File: config.mk
export PLATFORM = sky130hd
export DESIGN_NAME = registrador_deslocamento_universal
export DESIGN_NICKNAME = d
export VERILOG_FILES = /design/src/rtl/registrador_deslocamento_universal.sv
export SDC_FILE = /design/constraint.sdc
export NUM_CORES = 1
export LEC_CHECK = 0
export BUFFER_PORTS_ARGS = -buffer_cell sky130_fd_sc_hd__buf_2
export CORE_AREA = 2 2 39 41
export CTS_CLUSTER_DIAMETER = 40
export DETAILED_ROUTE_END_ITERATION = 8
export DIE_AREA = 0 0 41 43
export GPL_TIMING_DRIVEN = 0
export PLACE_DENSITY_LB_ADDON = 0.3
export SLEW_MARGIN = 0
export SYNTH_ARGS = -nofsm -noshare
export SYNTH_HDL_FRONTEND = slang
export SYNTH_SLANG_ARGS = --single-unit
File: constraint.sdc
create_clock -name clock -period 1.3 [get_ports clock]
set_clock_uncertainty 0.05 [all_clocks]
set_input_delay 0.065 -clock clock [delete_from_list [all_inputs] [get_ports clock]]
set_output_delay 0.065 -clock clock [all_outputs]
set_load 0.05 [all_outputs]
File: src/rtl/registrador_deslocamento_universal.sv
// Universal shift register: hold, shift right/left with optional rotate, parallel load and word-complete pulse.
// Latency one clock from inputs to q/serial_out/word_ready; no backpressure, enable=0 simply stalls the register.
module registrador_deslocamento_universal #(
    parameter int               WIDTH       = 4,
    parameter logic [WIDTH-1:0] RESET_VALUE = '0
) (
    input  logic             clock,
    input  logic             reset,
    input  logic             clear,
    input  logic             enable,
    input  logic [1:0]       mode,
    input  logic             rotate,
    input  logic             serial_in,
    input  logic [WIDTH-1:0] data_in,
    output logic [WIDTH-1:0] q,
    output logic             serial_out,
    output logic             word_ready
);

    localparam int            CW         = $clog2(WIDTH + 1);
    localparam logic [CW-1:0] COUNT_LAST = CW'(WIDTH - 1);

    logic [CW-1:0] count;
    logic          shift_right;
    logic          shift_left;
    logic          shifting;
    logic          fill_right;
    logic          fill_left;

    always_comb begin
        shift_right = enable && (mode == 2'b01);
        shift_left  = enable && (mode == 2'b10);
        shifting    = shift_right || shift_left;
        // Bit entering the vacated end: wrapped bit when rotating, else serial input.
        fill_right  = rotate ? q[0]       : serial_in;
        fill_left   = rotate ? q[WIDTH-1] : serial_in;
    end

    always_ff @(posedge clock or negedge reset) begin
        if (!reset) begin
            q          <= RESET_VALUE;
            serial_out <= 1'b0;
            word_ready <= 1'b0;
            count      <= '0;
        end else if (clear) begin
            q          <= '0;
            serial_out <= 1'b0;
            word_ready <= 1'b0;
            count      <= '0;
        end else begin
            word_ready <= 1'b0;
            if (shift_right) begin
                q          <= {fill_right, q[WIDTH-1:1]};
                serial_out <= q[0];
            end else if (shift_left) begin
                q          <= {q[WIDTH-2:0], fill_left};
                serial_out <= q[WIDTH-1];
            end else if (enable && (mode == 2'b11)) begin
                q          <= data_in;
                count      <= '0;
            end
            // Direction changes mid-word keep counting toward the same word boundary.
            if (shifting) begin
                if (count == COUNT_LAST) begin
                    count      <= '0;
                    word_ready <= 1'b1;
                end else begin
                    count      <= count + 1'b1;
                end
            end
        end
    end

endmodule
==> out/metrics.yaml, run 1 <==
status: "finished clean"
worstPathMaxFanout: 3
core_area_mm2: 0.001384
crit_end: "count[1]$_DFFE_PN0P_"
syn_area_um2: 569.3
yosys.area_share.simple: 0.2000
drv_cap: 0
antenna_found_initial: 0
grt_use_total: 0.1481
clock_power_share: 0.303
grt_first_pass_wirelength_um: 1759
pwr-share-seq: 0.444
rsz0062_at_grt: "false"
clockBufferDepth: 2
post-synth-top-area-cell: "dfrtp_1"
path_clk_slew_ns: 0.06
critPathCaptureType: "flop"
fp.dieArea_mm2: 0.001763
placementRows: 14
ys_async_sr_fraction: 1.000
setup_viol: 0
reg2reg_slack_ns: 0.20
synth_xor_area_frac: 0.04835
diodes: 0
synth-edff-count: 0
hold_depth: 2
wirelength_um: 1148
synth-main-ff-cell: "dfrtp_1"
syn_inst: 55
maxSlewViolCount: 0
p_total_mw: 0.7030
syn_to_final_growth_pct: 24.84
syn_nets: 68
holdCritPathClass: "input port to flop"
synthMuxAreaShare: 0.03956
synth_area_leaders: "dfrtp_1 40%, xor2_4 4.8%, a211oi_1 4.0%"
layoutNonFillerInstCount: 92
viasPerCell: 5.489
grt_max_degree: 11
ios: 18
slew_headroom: 0.7557
cp-start-kind: "flop"
vias: 505
r2r-start: "count[0]$_DFFE_PN0P_"
seq_area_frac_synth: 0.3956
firstDrtPassIters: 4
cts_buffers: 3
synth_top_family_by_area: "compound AO/OA/AOI/OAI gates"
synth_top_area_share: 0.3956
initialDrtViolationCount: 3
yosysWarnings: 0
synthAdderAreaFrac: 0.02198
numPortBuffers: 15
fmax_mhz: 910.9
cts_num_sinks: 9
setup_tns_ns: 0
syn_area_per_cell_um2: 10.35
ys_types: 29
clk_latency_ns: 0.26
die_width_um: 41
dpl.hpwl_um: 861.2
cts-root-buf: "clkbuf_4"
arrival_ns: 1.20
power.share.combinational: 0.253
p_per_area_mw_per_mm2: 989.2
final_area_um2: 710.7
internal_power_mw: 0.4826
synth-compound-area-share: 0.2264
ir_drop_mv: 0.4582
nets: 90
hold_violations: 0
critical_path_class: "flop to flop"
start_util: 0.4114
ant_nets: 0
utilization: 0.5136
r2r-end: "count[1]$_DFFE_PN0P_"
finalWeightedCongestion: 0.7253
power.switching_mw: 0.2204
fin_crit_sh: 0.8445
wire_per_inst_um: 12.48
drc_errors: 0
dpl.cell_count: 86
drive_gt1_frac: 0.3816
dpl_cell_area_um2: 664.4
yosys_register_bits: 9
period_needed_ns: 1.098
die_y_um: 43
required_ns: 1.40
grt_pass1_vias: 436
gr-total-overflow: 0
cts_resized: 0
rr_worst_depth: 3
cts_tree: "done"
worstMarginPinSlew_ns: 0.3572
p_leak_nw: 0.3359
htreeDepth: 1
critPathLaunch: "count[0]$_DFFE_PN0P_"
swShare: 0.3135
fillers: 138
[critical path, cell delays in order (launching register included)]
cell and delay [ns]:
dfrtp_1 0.41, ha_1 0.30, a32oi_1 0.18, nor2_1 0.05
[sequential cells by signal, indices dropped and copies added, names as in the netlist]
register,count
word_ready,1
q,4
serial_out,1
count,3
[cells in the final DEF (no fill, tap or decap), drive strengths merged, types with 2 or more instances in the layout]
cell         instances
nor3                 4
dlygate4sd3          2
clkbuf               5
nand2                5
a211oi               3
nor2b                3
dfrtp                9
nor4                 2
a2111oi              2
mux2                 2
o21ai                2
o22ai                3
buf                 18
nor2                 3
[how the worst min path moves through the flow]
| stage | start | to | slack, ns |
|---|---|---|---|
| 6_report | enable | count[2]$_DFFE_PN0P_ | 0.05 |
| 5_1_grt | enable | count[2]$_DFFE_PN0P_ | 0.06 |
| 4_1_cts | enable | count[2]$_DFFE_PN0P_ | 0.05 |
| 3_5_place_dp | reset | word_ready$_DFF_PN0_ | -0.12 |
| 3_3_place_gp | reset | word_ready$_DFF_PN0_ | -0.12 |
| 2_1_floorplan | reset | count[0]$_DFFE_PN0P_ | -0.28 |
[power by group through the flow]
stage                     Combinational, mW  Clock, mW  Sequential (mW)
after floorplan                      0.0856          0            0.356
after global placement                0.173          0            0.317
after detailed placement              0.174          0            0.317
after CTS                             0.179      0.224            0.312
after global routing                  0.191      0.232            0.315
final                                 0.178      0.213            0.312
[cells in the mapped netlist, types with 2 or more instances]
cell type	n
dfrtp_1	9
nand2_1	4
nor3_1	4
a211oi_1	3
nor2_1	3
nor2b_1	3
o22ai_1	3
buf_6	2
mux2_2	2
nor4_1	2
o21ai_0	2
[per-layer routing]
metal | track usage | part of all wire
met1 | 0.2027 | 0.47
met2 | 0.2094 | 0.44
met3 | 0.03141 | 0.062
met4 | 0.08000 | 0.018
met5 | 0 | 0
[stage by stage]
step | setup slack [ns] | hold slack, ns
global route | 0.1265 | 0.05831
detailed placement | 0.2032 | -0.1221
CTS | 0.1965 | 0.05156
floorplan | 0.03167 | -0.2806
finish | 0.2022 | 0.05096
global placement | 0.2071 | -0.1219
[logic make-up (layout without fill, tap and decap cells)]
group                      count (synthesis)  count (layout)
buffers and inverters                      5              26
and+or+nand+nor                           21              21
muxes                                      2               2
xor gates and xnor gates                   1               1
DFF                                        9               9
AOI/OAI and AO/OA                         16              16
adders and majority gates                  1               1
[cell type report]
cell class / instances / area, um2 / area share
tap: 16 / 20.02 / 0.02817
multi-input combinational: 41 / 305.3 / 0.4296
clock buffer: 4 / 26.28 / 0.03697
buffer: 4 / 35.03 / 0.04930
inverter: 1 / 3.754 / 0.005282
sequential: 9 / 225.2 / 0.3169
timing repair buffer: 17 / 95.09 / 0.1338
[what timing repair did]
action,4_1_cts,5_1_grt
hold buffers,2,0
buffers inserted,0,0
hold endpoints to repair,11,0
(Power assumes the default switching activity.)
==> run 2: changes to the inputs <==
Clock period 1.3 ns to 1.01 ns, I/O delays scaled along.
==> out/metrics.yaml, run 2 (synthesis gave the netlist of run 1 again) <==
status: "complete, but fails checks"
violations: "negative setup slack"
critical_path_class: "flop to flop"
power.share.combinational: 0.304
dpl_worst_slack_ns: -0.08904
finalWeightedCongestion: 0.7820
worstMarginPinSlew_ns: 0.3306
dpl.hpwl_um: 978.5
grt_pass1_vias: 548
die_width_um: 41
layout_commonest_cell: "buf_2"
drc_errors: 0
grt_use_total: 0.2012
die_y_um: 43
start_util: 0.4114
regMostFlops: "q"
worstPathMaxFanout: 4
internal_power_mw: 0.6667
htreeDepth: 1
hold_violations: 0
period_needed_ns: 1.071
syn_to_final_growth_pct: 50.99
wire_per_inst_um: 14.23
r2r-end: "q[1]$_DFFE_PN0P_"
utilization: 0.6212
hold_end: "count[2]$_DFFE_PN0P_"
core_area_mm2: 0.001384
ant_nets: 0
holdWs_ns: 0.04695
cp-start-kind: "flop"
p_per_area_mw_per_mm2: 1164
grt_max_degree: 11
critPathCaptureType: "flop"
path_clk_slew_ns: 0.07
fmax_mhz: 933.3
reg2reg_slack_ns: -0.06
fp.dieArea_mm2: 0.001763
dpl.cell_count: 86
drv_cap: 0
maxSlewViolCount: 0
hold_depth: 2
diodes: 0
largestRegisters: "q: 4 flops, count: 3 flops"
rr_worst_depth: 3
cts_tree: "done"
largest_reg_flops: 4
layout_common_cells: "10 x buf_2, 7 x buf_6, 5 x dfrtp_2"
antenna_found_initial: 0
hold_start: "enable"
holdCritPathClass: "input port to flop"
layoutNonFillerInstCount: 95
setup_viol: 5
p_leak_nw: 0.3712
rsz0062_at_grt: "true"
ios: 18
cts_num_sinks: 9
slew_headroom: 0.7790
fin_crit_sh: 1.061
placementRows: 14
initialDrtViolationCount: 10
arrival_ns: 1.17
required_ns: 1.11
clk_latency_ns: 0.26
swShare: 0.3335
pwr-share-seq: 0.410
drive_gt1_frac: 0.6329
gr-total-overflow: 0
p_total_mw: 1.000
ir_drop_mv: 0.6256
wirelength_um: 1352
viasPerCell: 5.526
firstDrtPassIters: 4
cts_buffers: 3
numPortBuffers: 15
clock_power_share: 0.286
vias: 525
grt_first_pass_wirelength_um: 2401
clockBufferDepth: 2
nets: 93
power.switching_mw: 0.3336
r2r-start: "q[0]$_DFFE_PN0P_"
cts-root-buf: "clkbuf_4"
fin_ws_ns: -0.06148
run 2: cell types whose count changed in the layout (fill, tap and decap cells not counted), sizes merged:
cell	before	now
clkbuf	5	4
buf	18	21
clkinv	0	1
run 2: power by group through the flow:
stage	registers (mW)	logic, mW	clock network, mW
2_1_floorplan	0.463	0.120	0
3_3_place_gp	0.413	0.234	0
3_5_place_dp	0.415	0.239	0
4_1_cts	0.408	0.288	0.290
5_1_grt	0.414	0.332	0.303
6_report	0.410	0.304	0.286
run 2: cell type report:
class                      instances  area (um2)
fill                             115       524.3
multi-input combinational         41       392.9
sequential                         9       231.5
timing repair buffer              20       148.9
buffer                             4       35.03
clock buffer                       3       22.52
tap                               16       20.02
clock inverter                     1       5.005
inverter                           1       3.754
run 2: worst max-delay path by stage:
stage	start	to	slack, ns	cells past startpoint
floorplan	q[0]$_DFFE_PN0P_	q[1]$_DFFE_PN0P_	-0.13	3
global placement	count[0]$_DFFE_PN0P_	word_ready$_DFF_PN0_	-0.06	3
detailed placement	mode[0]	q[3]$_DFFE_PN0P_	-0.09	5
CTS	count[1]$_DFFE_PN0P_	count[0]$_DFFE_PN0P_	-0.05	3
global route	count[0]$_DFFE_PN0P_	count[0]$_DFFE_PN0P_	-0.09	3
finish	q[0]$_DFFE_PN0P_	q[1]$_DFFE_PN0P_	-0.06	3
run 2: critical path: stages, from the launching register on:
cell     delay [ns]
dfrtp_2        0.45
mux2_4         0.29
o22ai_2        0.11
nor3_2         0.06
run 2: repair_timing:
| item | in CTS | in global routing |
|---|---|---|
| buffers inserted | 3 | 0 |
| endpoints found under the setup margin | 11 | 12 |
| endpoints found under the hold margin | 15 | 0 |
| gates resized for setup | 13 | 8 |
| pin swaps | 4 | 1 |
| hold buffers | 2 | 0 |
run 2: metrics by stage:
stage / TNS (ns) / instance area, um2
CTS: -0.1817 / 822.0
finish: -0.1774 / 859.6
global placement: -0.2724 / 695.7
detailed placement: -0.4256 / 695.7
floorplan: -0.4584 / 600.6
global route: -0.5026 / 859.6
run 2: layer usage:
layer  routed length [um]  GRT usage
met4                   23    0.08000
met2                  702     0.3031
met5                    0          0
met1                  592     0.2776
met3                   34    0.03141
